[src/rtl/dma_queue.sv]
// Queued DMA command engine: buffers d2s/s2d/fill commands from the core and
// moves them word by word between the DRAM and SRAM ports. Fill behaviour is enabled by DMA_FILL_EN.
module dma_queue #(
  parameter int DEPTH  = 4,
  parameter int ADDR_W = 32,
  parameter int LEN_W  = 10,
  parameter int DATA_W = 32
) (
  input  logic                     clk,
  input  logic                     reset_n,
  input  logic [1:0]               cmd_op,
  input  logic [ADDR_W-1:0]        cmd_src,
  input  logic [ADDR_W-1:0]        cmd_dst,
  input  logic [LEN_W-1:0]         cmd_len,
  input  logic                     fence,
  output logic                     stall,
  output logic                     cmd_ready,
  output logic                     busy,
  output logic                     done,
  output logic [$clog2(DEPTH):0]   pending,
  output logic                     dram_req,
  output logic                     dram_we,
  output logic [ADDR_W-1:0]        dram_addr,
  output logic [DATA_W-1:0]        dram_wdata,
  input  logic [DATA_W-1:0]        dram_rdata,
  input  logic                     dram_ack,
  output logic                     sram_req,
  output logic                     sram_we,
  output logic [ADDR_W-1:0]        sram_addr,
  output logic [DATA_W-1:0]        sram_wdata,
  input  logic [DATA_W-1:0]        sram_rdata,
  input  logic                     sram_ack
);

  localparam int PTR_W = $clog2(DEPTH);
  localparam int CNT_W = PTR_W + 1;

`ifdef DMA_FILL_EN
  localparam bit FILL_EN = 1'b1;
`else
  localparam bit FILL_EN = 1'b0;
`endif

  typedef enum logic [1:0] {
    OP_NONE = 2'b00,
    OP_D2S  = 2'b01,
    OP_S2D  = 2'b10,
    OP_FILL = 2'b11
  } op_t;

  typedef enum logic [1:0] {
    S_IDLE,
    S_READ,
    S_WRITE,
    S_DONE
  } state_t;

  typedef struct packed {
    op_t               op;
    logic [ADDR_W-1:0] src;
    logic [ADDR_W-1:0] dst;
    logic [LEN_W-1:0]  len;
  } cmd_t;

  // ---------------------------------------------------------------------------
  // Command FIFO
  // ---------------------------------------------------------------------------
  cmd_t             mem [DEPTH];
  cmd_t             head;
  cmd_t             incoming;
  logic [PTR_W-1:0] wr_ptr, rd_ptr;
  logic [CNT_W-1:0] count;
  logic             full, push, pop;

  state_t            state, state_d;
  op_t               op_q, op_d;
  logic [ADDR_W-1:0] src_q, src_d, dst_q, dst_d;
  logic [LEN_W-1:0]  rem_q, rem_d;
  logic [DATA_W-1:0] buf_q, buf_d;
  logic              is_d2s, is_s2d;
  logic              rd_ack, wr_ack;
  logic [DATA_W-1:0] rd_data;

  assign full     = (count == CNT_W'(DEPTH));
  assign push     = (cmd_op != 2'b00) && !full;
  assign pop      = (state == S_IDLE) && (count != '0);
  assign head     = mem[rd_ptr];
  assign incoming = '{op: op_t'(cmd_op), src: cmd_src, dst: cmd_dst, len: cmd_len};

  // NOTE: storage carries no reset; validity is tracked by count and the pointers alone.
  always_ff @(posedge clk) begin
    if (push) mem[wr_ptr] <= incoming;
  end

  // NOTE: sequential state is updated only with non-blocking assignments.
  always_ff @(posedge clk or negedge reset_n) begin
    if (!reset_n) begin
      wr_ptr <= '0;
      rd_ptr <= '0;
      count  <= '0;
    end else begin
      if (push) wr_ptr <= wr_ptr + PTR_W'(1);
      if (pop)  rd_ptr <= rd_ptr + PTR_W'(1);
      case ({push, pop})
        2'b10:   count <= count + CNT_W'(1);
        2'b01:   count <= count - CNT_W'(1);
        default: count <= count;
      endcase
    end
  end

  // ---------------------------------------------------------------------------
  // Transfer engine
  // ---------------------------------------------------------------------------
  assign is_d2s  = (op_q == OP_D2S);
  assign is_s2d  = (op_q == OP_S2D);
  assign rd_ack  = is_d2s ? dram_ack : sram_ack;
  assign wr_ack  = is_s2d ? dram_ack : sram_ack;
  assign rd_data = is_d2s ? dram_rdata : sram_rdata;

  always_ff @(posedge clk or negedge reset_n) begin
    if (!reset_n) begin
      state <= S_IDLE;
      op_q  <= OP_NONE;
      src_q <= '0;
      dst_q <= '0;
      rem_q <= '0;
      buf_q <= '0;
    end else begin
      state <= state_d;
      op_q  <= op_d;
      src_q <= src_d;
      dst_q <= dst_d;
      rem_q <= rem_d;
      buf_q <= buf_d;
    end
  end

  // NOTE: every variable gets a default first so no path can infer a latch.
  always_comb begin
    state_d = state;
    op_d    = op_q;
    src_d   = src_q;
    dst_d   = dst_q;
    rem_d   = rem_q;
    buf_d   = buf_q;
    case (state)
      S_IDLE: begin
        if (pop) begin
          op_d  = head.op;
          src_d = head.src;
          dst_d = head.dst;
          rem_d = head.len;
          // A fill carries its data word in the source field.
          buf_d = DATA_W'(head.src);
          if (head.len == '0 || (head.op == OP_FILL && !FILL_EN)) state_d = S_DONE;
          else if (head.op == OP_FILL)                                state_d = S_WRITE;
          else                                                        state_d = S_READ;
        end
      end
      S_READ: begin
        if (rd_ack) begin
          buf_d   = rd_data;
          state_d = S_WRITE;
        end
      end
      S_WRITE: begin
        if (wr_ack) begin
          dst_d = dst_q + ADDR_W'(4);
          if (op_q != OP_FILL) src_d = src_q + ADDR_W'(4);
          rem_d = rem_q - LEN_W'(1);
          if (rem_q == LEN_W'(1))    state_d = S_DONE;
          else if (op_q == OP_FILL)  state_d = S_WRITE;
          else                       state_d = S_READ;
        end
      end
      S_DONE:  state_d = S_IDLE;
      default: state_d = S_IDLE;
    endcase
  end

  // Port drive: reads come from the source side, writes (fill included) go to the destination side.
  always_comb begin
    dram_req   = 1'b0;
    dram_we    = 1'b0;
    dram_addr  = '0;
    dram_wdata = '0;
    sram_req   = 1'b0;
    sram_we    = 1'b0;
    sram_addr  = '0;
    sram_wdata = '0;
    if (state == S_READ) begin
      if (is_d2s) begin
        dram_req  = 1'b1;
        dram_addr = src_q;
      end else begin
        sram_req  = 1'b1;
        sram_addr = src_q;
      end
    end else if (state == S_WRITE) begin
      if (is_s2d) begin
        dram_req   = 1'b1;
        dram_we    = 1'b1;
        dram_addr  = dst_q;
        dram_wdata = buf_q;
      end else begin
        sram_req   = 1'b1;
        sram_we    = 1'b1;
        sram_addr  = dst_q;
        sram_wdata = buf_q;
      end
    end
  end

  // ---------------------------------------------------------------------------
  // Core-facing status
  // ---------------------------------------------------------------------------
  assign pending   = count + CNT_W'(state != S_IDLE);
  assign busy      = (pending != '0);
  assign done      = (state == S_DONE);
  assign cmd_ready = !full;
  assign stall     = ((cmd_op != 2'b00) && full) || (fence && busy);

endmodule
[config.mk]
export PLATFORM = sky130hd
export DESIGN_NAME = dma_queue
export DESIGN_NICKNAME = d
export VERILOG_FILES = /design/src/rtl/dma_queue.sv
export SDC_FILE = /design/constraint.sdc
export NUM_CORES = 1
export LEC_CHECK = 0
export ABC_AREA = 0
export CAP_MARGIN = 0
export CELL_PAD_IN_SITES_DETAIL_PLACEMENT = 1
export CELL_PAD_IN_SITES_GLOBAL_PLACEMENT = 1
export CORE_ASPECT_RATIO = 1.5
export CORE_UTILIZATION = 40
export CTS_CLUSTER_SIZE = 28
export DETAILED_ROUTE_END_ITERATION = 16
export PLACE_DENSITY = 0.75
export SETUP_SLACK_MARGIN = 0.5
export SLEW_MARGIN = 20
export SYNTH_ARGS = -nofsm -noshare
export SYNTH_HDL_FRONTEND = slang
export SYNTH_SLANG_ARGS = --single-unit
export TNS_END_PERCENT = 100
[constraint.sdc]
create_clock -name clk -period 3.56 [get_ports clk]
set_input_delay 1.068 -clock clk [delete_from_list [all_inputs] [get_ports clk]]
set_output_delay 1.068 -clock clk [all_outputs]
set_load 0.02 [all_outputs]
### Word level (Yosys, flattened, before mapping)

Memory sizes are Yosys's and may differ from the RTL's.
Index checks and enable logic that the tools add are counted.

| cells by class | value |
|---|---|
| add/sub/neg operators | 8 |
| equality and inequality tests | 16 |
| muxes and demuxes | 50 |
| reductions and logical operators | 21 |

Operators by type and width:

| cell | count |
|---|---|
| $mux 32 | 21 |
| $pmux 32 s2 | 3 |
| $add 32x3->32 const B | 2 |
| $mux 10 | 2 |
| $pmux 10 s2 | 1 |
| $mux 1 | 14 |
| $mux 2 | 7 |
| $eq 2x2->1 const B | 6 |
| $eq 10x1->1 const B | 1 |
| $logic_not 10->1 | 1 |
| $ne 2x2->1 const B | 5 |
| $reduce_bool 2->1 | 5 |
| $sub 10x1->10 const B | 1 |
| $reduce_and 3->1 | 3 |
| $pmux 2 s4 | 1 |
| $eq 2x1->1 const B | 3 |
| $pmux 3 s2 | 1 |
| $reduce_bool 3->1 | 2 |
| $add 2x1->2 const B | 2 |
| $logic_and 1x1->1 | 4 |
| $reduce_and 4->1 | 1 |
| $add 3x1->3 | 1 |
| $add 3x1->3 const B | 1 |
| $eq 3x3->1 const B | 1 |
| other kinds (5) | 6 |

| word-level totals | value |
|---|---|
| flip-flop bits (word level) | 117 |
| memory bits (writable) | 304 |
| output and inout bits | 139 |
| logic and storage cells | 105 |
| memories | 1 |

Memory list:

| name | words | width | rd ports | clocked after memory_dff | wr ports | RTL line | RTL |
|---|---|---|---|---|---|---|---|
| mem | 4 | 76 | 1 | 0 | 1 | 68 | `cmd_t mem [DEPTH];` |

### Longest topological paths before layout

Gate-level depths: netlist (run 1).
An unclocked memory read counts as a cell.

| logic depth | value |
|---|---|
| depth after elaboration | 6 |
| gate-level depth with buffers | 11 |

### Worst setup path after synthesis (run 1)

OpenSTA, ideal clock, no wires.

| timing path | value |
|---|---|
| path type | input-to-reg |
| start point | input port cmd_op[1] |
| end point | memory mem[0][0] (netlist name) (enable) |
| data arrival time | 3.278 ns |
| required time | 3.117 ns |
| path slack | -0.160 ns |
| cell stages on the path | 3 |
| path buffers | 0 |
| cells stage by stage | nor2_1 a21oi_1 and2_1 |

| between the ends | value |
|---|---|
| longest elaborated chain between the ends | 4 |

Ends and longest elaborated chain:

| item | RTL line | RTL |
|---|---|---|
| from (decl) | 11 | `input logic [1:0] cmd_op,` |
| $reduce_bool 2->1 | 85 | `assign push = (cmd_op != 2'b00) && !full;` |
| $logic_and 1x1->1 | 85 |  |
| $mux 1 | 92 | `if (push) mem[wr_ptr] <= incoming;` |
| $mux 1 (not written as such) | 92 |  |
| to (decl) | 68 |  |

Every way passes these cells.

### Worst setup path in the final report (run 1)

| timing path | value |
|---|---|
| start point | register state[0] |
| end point | output port stall |

| between the ends | value |
|---|---|
| longest elaborated chain between the ends | 5 |

Ends and longest elaborated chain:

| item | RTL line | RTL |
|---|---|---|
| from (decl) | 75 | `state_t state, state_d;` |
| from (signal assigned) | 130 | `state <= state_d;` |
| $reduce_bool 2->1 | 218 | `assign pending = count + CNT_W'(state != S_IDLE);` |
| $add 3x1->3 | 218 |  |
| $reduce_bool 3->1 | 219 | `assign busy = (pending != '0);` |
| $logic_and 1x1->1 | 222 | `assign stall = ((cmd_op != 2'b00) && full) \|\| (fence && busy);` |
| $logic_or 1x1->1 | 222 |  |
| to (decl) | 16 | `output logic stall,` |

Every way passes these cells.

==> results of run 1 <==
==> timing repair <==
item,in CTS,in global routing
gates resized for setup,561,270
buffers inserted,31,24
gates cloned,9,11
endpoints found under the setup margin,138,133
pin swaps,5,29
==> final cells by class <==
type | instances | area, sq um
inverters | 14 | 60.1
clock buffers | 57 | 1220
fillers | 4511 | 20900
well taps | 594 | 743
multi-input cells | 828 | 6920
clock inverters | 19 | 199
flip-flops and latches | 421 | 12100
diodes | 5 | 12.5
repair buffers | 412 | 4700
==> path summary, 6_finish.rpt <==
| check | start | slack [ns] | cells after the start | endpoint |
|---|---|---|---|---|
| max | state[0] | 0.14 | 8 | stall |
| min | rem_q[7] | 0.49 | 1 | rem_q[7] |
| max reg2reg | state[0] | 0.53 | 11 | dst_q[8] |
| min reg2reg | rem_q[7] | 0.49 | 1 | rem_q[7] |
| max in group asynchronous | reset_n | 2.17 | 2 | dst_q[14] |
| min in group asynchronous | reset_n | 0.59 | 1 | dst_q[22] |
==> registers in the layout (all words and copies together) (netlist names) <==
| name | count |
|---|---|
| mem | 304 |
| dst_q | 32 |
| src_q | 32 |
| count | 3 |
| rd_ptr | 2 |
| state | 2 |
| buf_q | 32 |
| op_q | 2 |
| wr_ptr | 2 |
| rem_q | 10 |
==> synthesized netlist by cell type (all sizes together) (14+ instances only) <==
library cell / number / share of area
a22o: 65 / 0.030
nor3: 30 / 0.0096
a211oi: 17 / 0.0067
mux2: 32 / 0.019
clkbuf: 59 / 0.012
nor2: 61 / 0.012
nand3: 23 / 0.0063
dfrtp: 117 / 0.15
a21oi: 66 / 0.018
mux2i: 34 / 0.018
o21ai: 76 / 0.020
inv: 14 / 0.0028
mux4: 76 / 0.090
edfxtp: 304 / 0.48
and3: 81 / 0.027
nand2: 105 / 0.021
o22ai: 22 / 0.0072
buf: 40 / 0.010
==> logic make-up (layout without fill, tap and decap cells) <==
kind of cell / after synthesis / after routing
adder cells (fa/ha/maj): 12 / 12
multiplexers: 142 / 142
other: 0 / 5
flip-flops: 421 / 421
buffers and inverters: 113 / 502
AND/OR/NAND/NOR: 359 / 360
XOR/XNOR: 7 / 7
AO/OA/AOI/OAI: 307 / 307
==> per-layer routing <==
metal	GRT usage	wire [microns]
met1	0.284	23400
met2	0.485	36100
met3	0.0357	3620
met4	0.143	3700
met5	0	10
==> power by group <==
| group | internal (mW) | switching [mW] | total, mW |
|---|---|---|---|
| Combinational | 5.83 | 6.95 | 12.8 |
| Sequential | 7.13 | 1.52 | 8.66 |
| Clock | 2.70 | 1.86 | 4.56 |
| Total | 15.7 | 10.3 | 26.0 |
==> cells in the final DEF (no fill, tap or decap), types with 17 or more instances in the layout <==
master / Yosys / final
a211oi_1: 17 / 17
a21oi_1: 65 / 65
a22o_1: 65 / 64
and3_1: 80 / 40
and3_4: 0 / 40
buf_12: 0 / 29
buf_4: 2 / 62
buf_6: 1 / 129
clkbuf_16: 0 / 54
clkdlybuf4s50_1: 0 / 144
dfrtp_1: 117 / 113
edfxtp_1: 304 / 304
mux2_2: 32 / 32
mux2i_1: 34 / 34
mux4_2: 76 / 76
nand2_1: 105 / 104
nand3_1: 22 / 22
nor2_1: 61 / 57
nor3_1: 26 / 26
o21ai_0: 74 / 73
o22ai_1: 22 / 20
==> metrics.csv, run 1 <==
stage;metric;value;unit
routing;vias_per_cell;6.06;
yosys;synth_top_family_by_area;multiplexers;
floorplan;coreArea;0.0468;sq mm
yosys;synth_mux_area_frac;0.127;
cells_and_area;final_nets;1875;
placement;port_buffers;283;
grt;grt_pass1_wl;94.5;mm
clocking;clk-insertion-delay-late;0.55;ns
yosys;synth_simple_gate_area_frac;0.0967;
placement;gp_congestion;0.867;
routing;dr.pass1.iters;5;
yosys;yosys_warnings;0;
floorplan;die_y;269;microns
timing;finalCriticalPeriod;3.42;ns
timing;worst_pin_slew;0.803;ns
timing;hold_viol;0;
timing;max-slew-margin-rel;0.465;
grt;grt_usage;0.261;
clocking;cts.clk_slew.worst_paths;0.06;ns
yosys;ys_seq_area_frac;0.632;
yosys;synth_xor_area_frac;0.00322;
placement;dpl_cell_area;0.0229;sq mm
timing;finalMaxSlewViolations;0;
routing;wirelength;66.9;mm
critical_path;crit_fanout;2;
clocking;ctsLongestPathBuffers;3;
placement;dpl.hpwl;42.0;mm
timing;finalSetupViolCount;0;
status;status;finished clean;
timing;fin_crit_sh;0.959;
yosys;netlist_instances;1361;
routing;wl_per_cell;28.5;microns
clocking;cts-buffers-inserted;41;
floorplan;rows;97;
clocking;cts_max_level;2;
pwr;ir_drop;0.000487;V
critical_path;worst_path_most_repeated_cell;ha_4;
pwr;totalPowerFinal;26.0;mW
critical_path;critPathLaunchType;register;
yosys;ys_types;66;
yosys;syn_area;0.0191;sq mm
yosys;synth_fp_nets;1518;
grt;grt_pass1_vias;14900;
critical_path;cp_top_family;simple AND/OR/NAND/NOR gates;
grt;grt_max_degree;65;
timing;fmax;0.293;GHz
critical_path;crit_buf_inv;1;
yosys;synth_ff_type;edfxtp_1;
job;drv_cap;0;
yosys;ys_async_sr_fraction;0.278;
yosys;synth-seq-cells;421;
clocking;tritoncts;yes;
floorplan;dieArea;0.0486;sq mm
floorplan;fp.dieW;180;microns
routing;vias;14300;
critical_path;worstSetupPathType;register to primary output;
critical_path;slowest_delay;0.39;ns
yosys;synth-edff-count;304;
timing;setup_tns;0;ns
placement;post-place-ws;-0.0126;ns
critical_path;crit_path_end_kind;primary output;
pwr;pwr_density_cell;1000;mW/mm^2
critical_path;required;2.49;ns
floorplan;initial_core_util;0.407;
yosys;synth_fa_ha_area_frac;0.00827;
routing;drt_iter0_drc;1267;
floorplan;ioPinCount;284;
cells_and_area;final_cell_area;0.0259;sq mm
critical_path;worst_ep_arrival_time;2.35;ns
routing;ant_nets;0;
cells_and_area;drive_above_1_share;0.294;
clocking;ctsHoldBuffers;0;
clocking;root_buffer;clkbuf_16;
yosys;syn-mean-instance-area;14.0;sq um
placement;dp_cells;2194;
grt;antenna_found_initial;6;
timing;grt_setup_unrepaired;yes;
critical_path;timing.critical_path.cells;or2_4, ha_4, ha_4, xor2_2, or3_4, nand2_1, o21ai_1, buf_4;
pwr;p_leak;9.76;nW
cells_and_area;area_growth;35.9;%
timing;fin_skew;0.0164;ns
yosys;synth_compound_area_frac;0.108;
timing;holdWs;0.495;ns
critical_path;critical-path-slowest-cell;dfrtp_1;
timing;worst_slack;0.145;ns
routing;drc;0;
clocking;cts.sink_count;421;
grt;grt-ovfl-total;0;
cells_and_area;post-route-util;0.553;
min_path;holdCritPathClass;register to register;
cells_and_area;fin_cells;2350;
Note: power is estimated with default switching activity, not from simulation.
==> run 2: changes to the inputs <==
Clock period 3.56 ns to 3.2 ns, I/O delays scaled along.
==> run 2 against run 1 <==
  * The flow now finishes with violations (setup timing)
  * Critical path depth unchanged
  * Core utilization about the same
  * Worst hold slack worse by 0.097 ns
  * Count of clock-buffer cells in the layout up 3
  * Routed wire length down 0.53%
  * Total power up 11%
  * Via count down 0.17%
  * Flip-flop and latch count unchanged
  * Design area about the same
  * Die area unchanged
  * Largest cell class unchanged
  * Highest routed layer is now met4
==> metrics.csv, run 2 (synthesized netlist as in run 1, its figures left out) <==
stage;metric;value;unit
status;status;complete, but fails checks;
status;violations;setup timing;
critical_path;slowest_delay;0.40;ns
critical_path;crit_fanout;3;
routing;drt_iter0_drc;1221;
pwr;ir_drop;0.000437;V
cells_and_area;area_growth;35.9;%
cells_and_area;post-route-util;0.553;
routing;met1_length;24.0;mm
clocking;cts-buffers-inserted;41;
grt;grt_pass1_vias;14300;
job;drv_cap;0;
floorplan;fp.dieW;180;microns
pwr;totalPowerFinal;28.8;mW
critical_path;worst_path_most_repeated_cell;ha_4;
routing;wl_met2;35.5;mm
cells_and_area;drive_above_1_share;0.309;
critical_path;crit_start;state[0];
pwr;p_leak;9.57;nW
clocking;ctsHoldBuffers;0;
critical_path;worst_ep_arrival_time;2.32;ns
grt;grt_usage;0.239;
floorplan;die_y;269;microns
timing;hold_viol;0;
critical_path;r2r_cells;12;
routing;wirelength;66.5;mm
placement;post-place-ws;-0.164;ns
min_path;holdCritPathClass;input port to async pin;
placement;port_buffers;283;
floorplan;initial_core_util;0.407;
critical_path;crit_path_end_kind;primary output;
grt;grt_pass1_wl;87.9;mm
placement;dpl_cell_area;0.0229;sq mm
critical_path;crit_buf_inv;1;
critical_path;required;2.24;ns
cells_and_area;final_cell_area;0.0259;sq mm
critical_path;timing.critical_path.cells;or2_4, ha_4, ha_4, xor2_2, or3_4, nand2_4, o21ai_4, buf_6;
floorplan;dieArea;0.0486;sq mm
critical_path;timing.rr.start;state[0];
cells_and_area;final_common_cell;edfxtp_1;
critical_path;critPathLaunchType;register;
routing;wl_per_cell;28.6;microns
critical_path;crit_end;stall;
grt;antenna_found_initial;2;
clocking;tritoncts;yes;
timing;worst_pin_slew;0.833;ns
timing;holdWs;0.397;ns
cells_and_area;largest_reg_flops;304;
floorplan;ioPinCount;284;
routing;vias;14200;
timing;max-slew-margin-rel;0.442;
cells_and_area;final_nets;1853;
grt;grt_max_degree;88;
cells_and_area;fin_cells;2325;
routing;vias_per_cell;6.12;
critical_path;path_depth;8;
critical_path;timing.rr.end;src_q[30];
routing;drc;0;
cells_and_area;seqCellArea;0.0121;sq mm
critical_path;critical-path-slowest-cell;dfrtp_1;
placement;dpl.hpwl;41.1;mm
timing;setup_tns;-0.369;ns
routing;ant_nets;0;
timing;worst_slack;-0.0815;ns
clocking;cts_max_level;2;
clocking;ctsLongestPathBuffers;3;
routing;met3WireLength;3.54;mm
critical_path;cp_top_family;simple AND/OR/NAND/NOR gates;
cells_and_area;nFillCells;4455;
placement;dp_cells;2193;
grt;grt-ovfl-total;0;
critical_path;ff2ff_setup_slack;0.52;ns
cells_and_area;layout_common_cells;edfxtp_1 (304), clkdlybuf4s50_1 (143), buf_6 (140), dfrtp_1 (113), nand2_1 (103);
routing;dr.pass1.iters;5;
floorplan;coreArea;0.0468;sq mm
clocking;clk-insertion-delay-late;0.55;ns
pwr;pwr_density_cell;1110;mW/mm^2
clocking;cts.clk_slew.worst_paths;0.07;ns
timing;finalSetupViolCount;13;
placement;gp_congestion;0.851;
clocking;cts.sink_count;421;
cells_and_area;largest-register;mem;
cells_and_area;multi_input_area;0.00720;sq mm
routing;top_layer_used;met4;
timing;finalMaxSlewViolations;0;
clocking;root_buffer;clkbuf_16;
timing;grt_setup_unrepaired;yes;
critical_path;worstSetupPathType;register to primary output;
timing;finalCriticalPeriod;3.28;ns
timing;fin_crit_sh;1.03;
floorplan;rows;97;
timing;fmax;0.305;GHz
timing;fin_skew;0.0143;ns
==> run 2: cell types whose count changed in the layout (fill, tap and decap cells not counted), moves of 6 or more <==
cell	change
buf_4	-10
buf_6	+11
and3_4	+22
clkbuf_1	+6
a22o_4	+18
buf_16	-6
a22o_1	-18
clkbuf_2	-9
and3_1	-22
==> run 2: layout make-up <==
class	count	share of cell area
sequential	421	0.466
multi-input combinational	827	0.278
timing repair buffer	391	0.174
clock buffer	60	0.0464
tap	594	0.0287
clock inverter	16	0.00492
inverter	14	0.00217
antenna	2	0.000193
==> run 2: worst min path at each step <==
stage / slack (ns) / to / startpoint / cells after the start
2_1_floorplan: 0.45 / rem_q[7] / rem_q[7] / 1
3_3_place_gp: 0.47 / rem_q[7] / rem_q[7] / 1
3_5_place_dp: 0.49 / rem_q[9] / rem_q[9] / 1
4_1_cts: 0.41 / rd_ptr[0] / reset_n / 1
5_1_grt: 0.42 / dst_q[23] / reset_n / 1
6_report: 0.40 / dst_q[23] / reset_n / 1
==> run 2: repair_timing <==
action | 4_1_cts | 5_1_grt
buffers inserted | 1 | 33
cloned | 1 | 19
setup endpoints to repair | 143 | 166
resized for setup | 308 | 532
pin swaps | 5 | 54
==> run 2: worst reg2reg max path: cells and delay by family, from the launching register on <==
family          cells  cell delay, ns
buf+inv             7            1.15
simple gates        2            0.48
flops               1            0.40
compound gates      3            0.55
==> run 2: metal layers <==
layer  vias to the layer above  GRT usage
li1                       6031          -
met3                       185     0.0250
met2                       677      0.436
met4                         0      0.113
met5                         -          0
met1                      7333      0.282
==> run 2: report_power, final <==
group          switching [mW]  internal [mW]  total (mW)
registers                1.67           7.94        9.61
clock network            2.07           2.78        4.85
logic                    7.88           6.44        14.3
total                    11.6           17.2        28.8
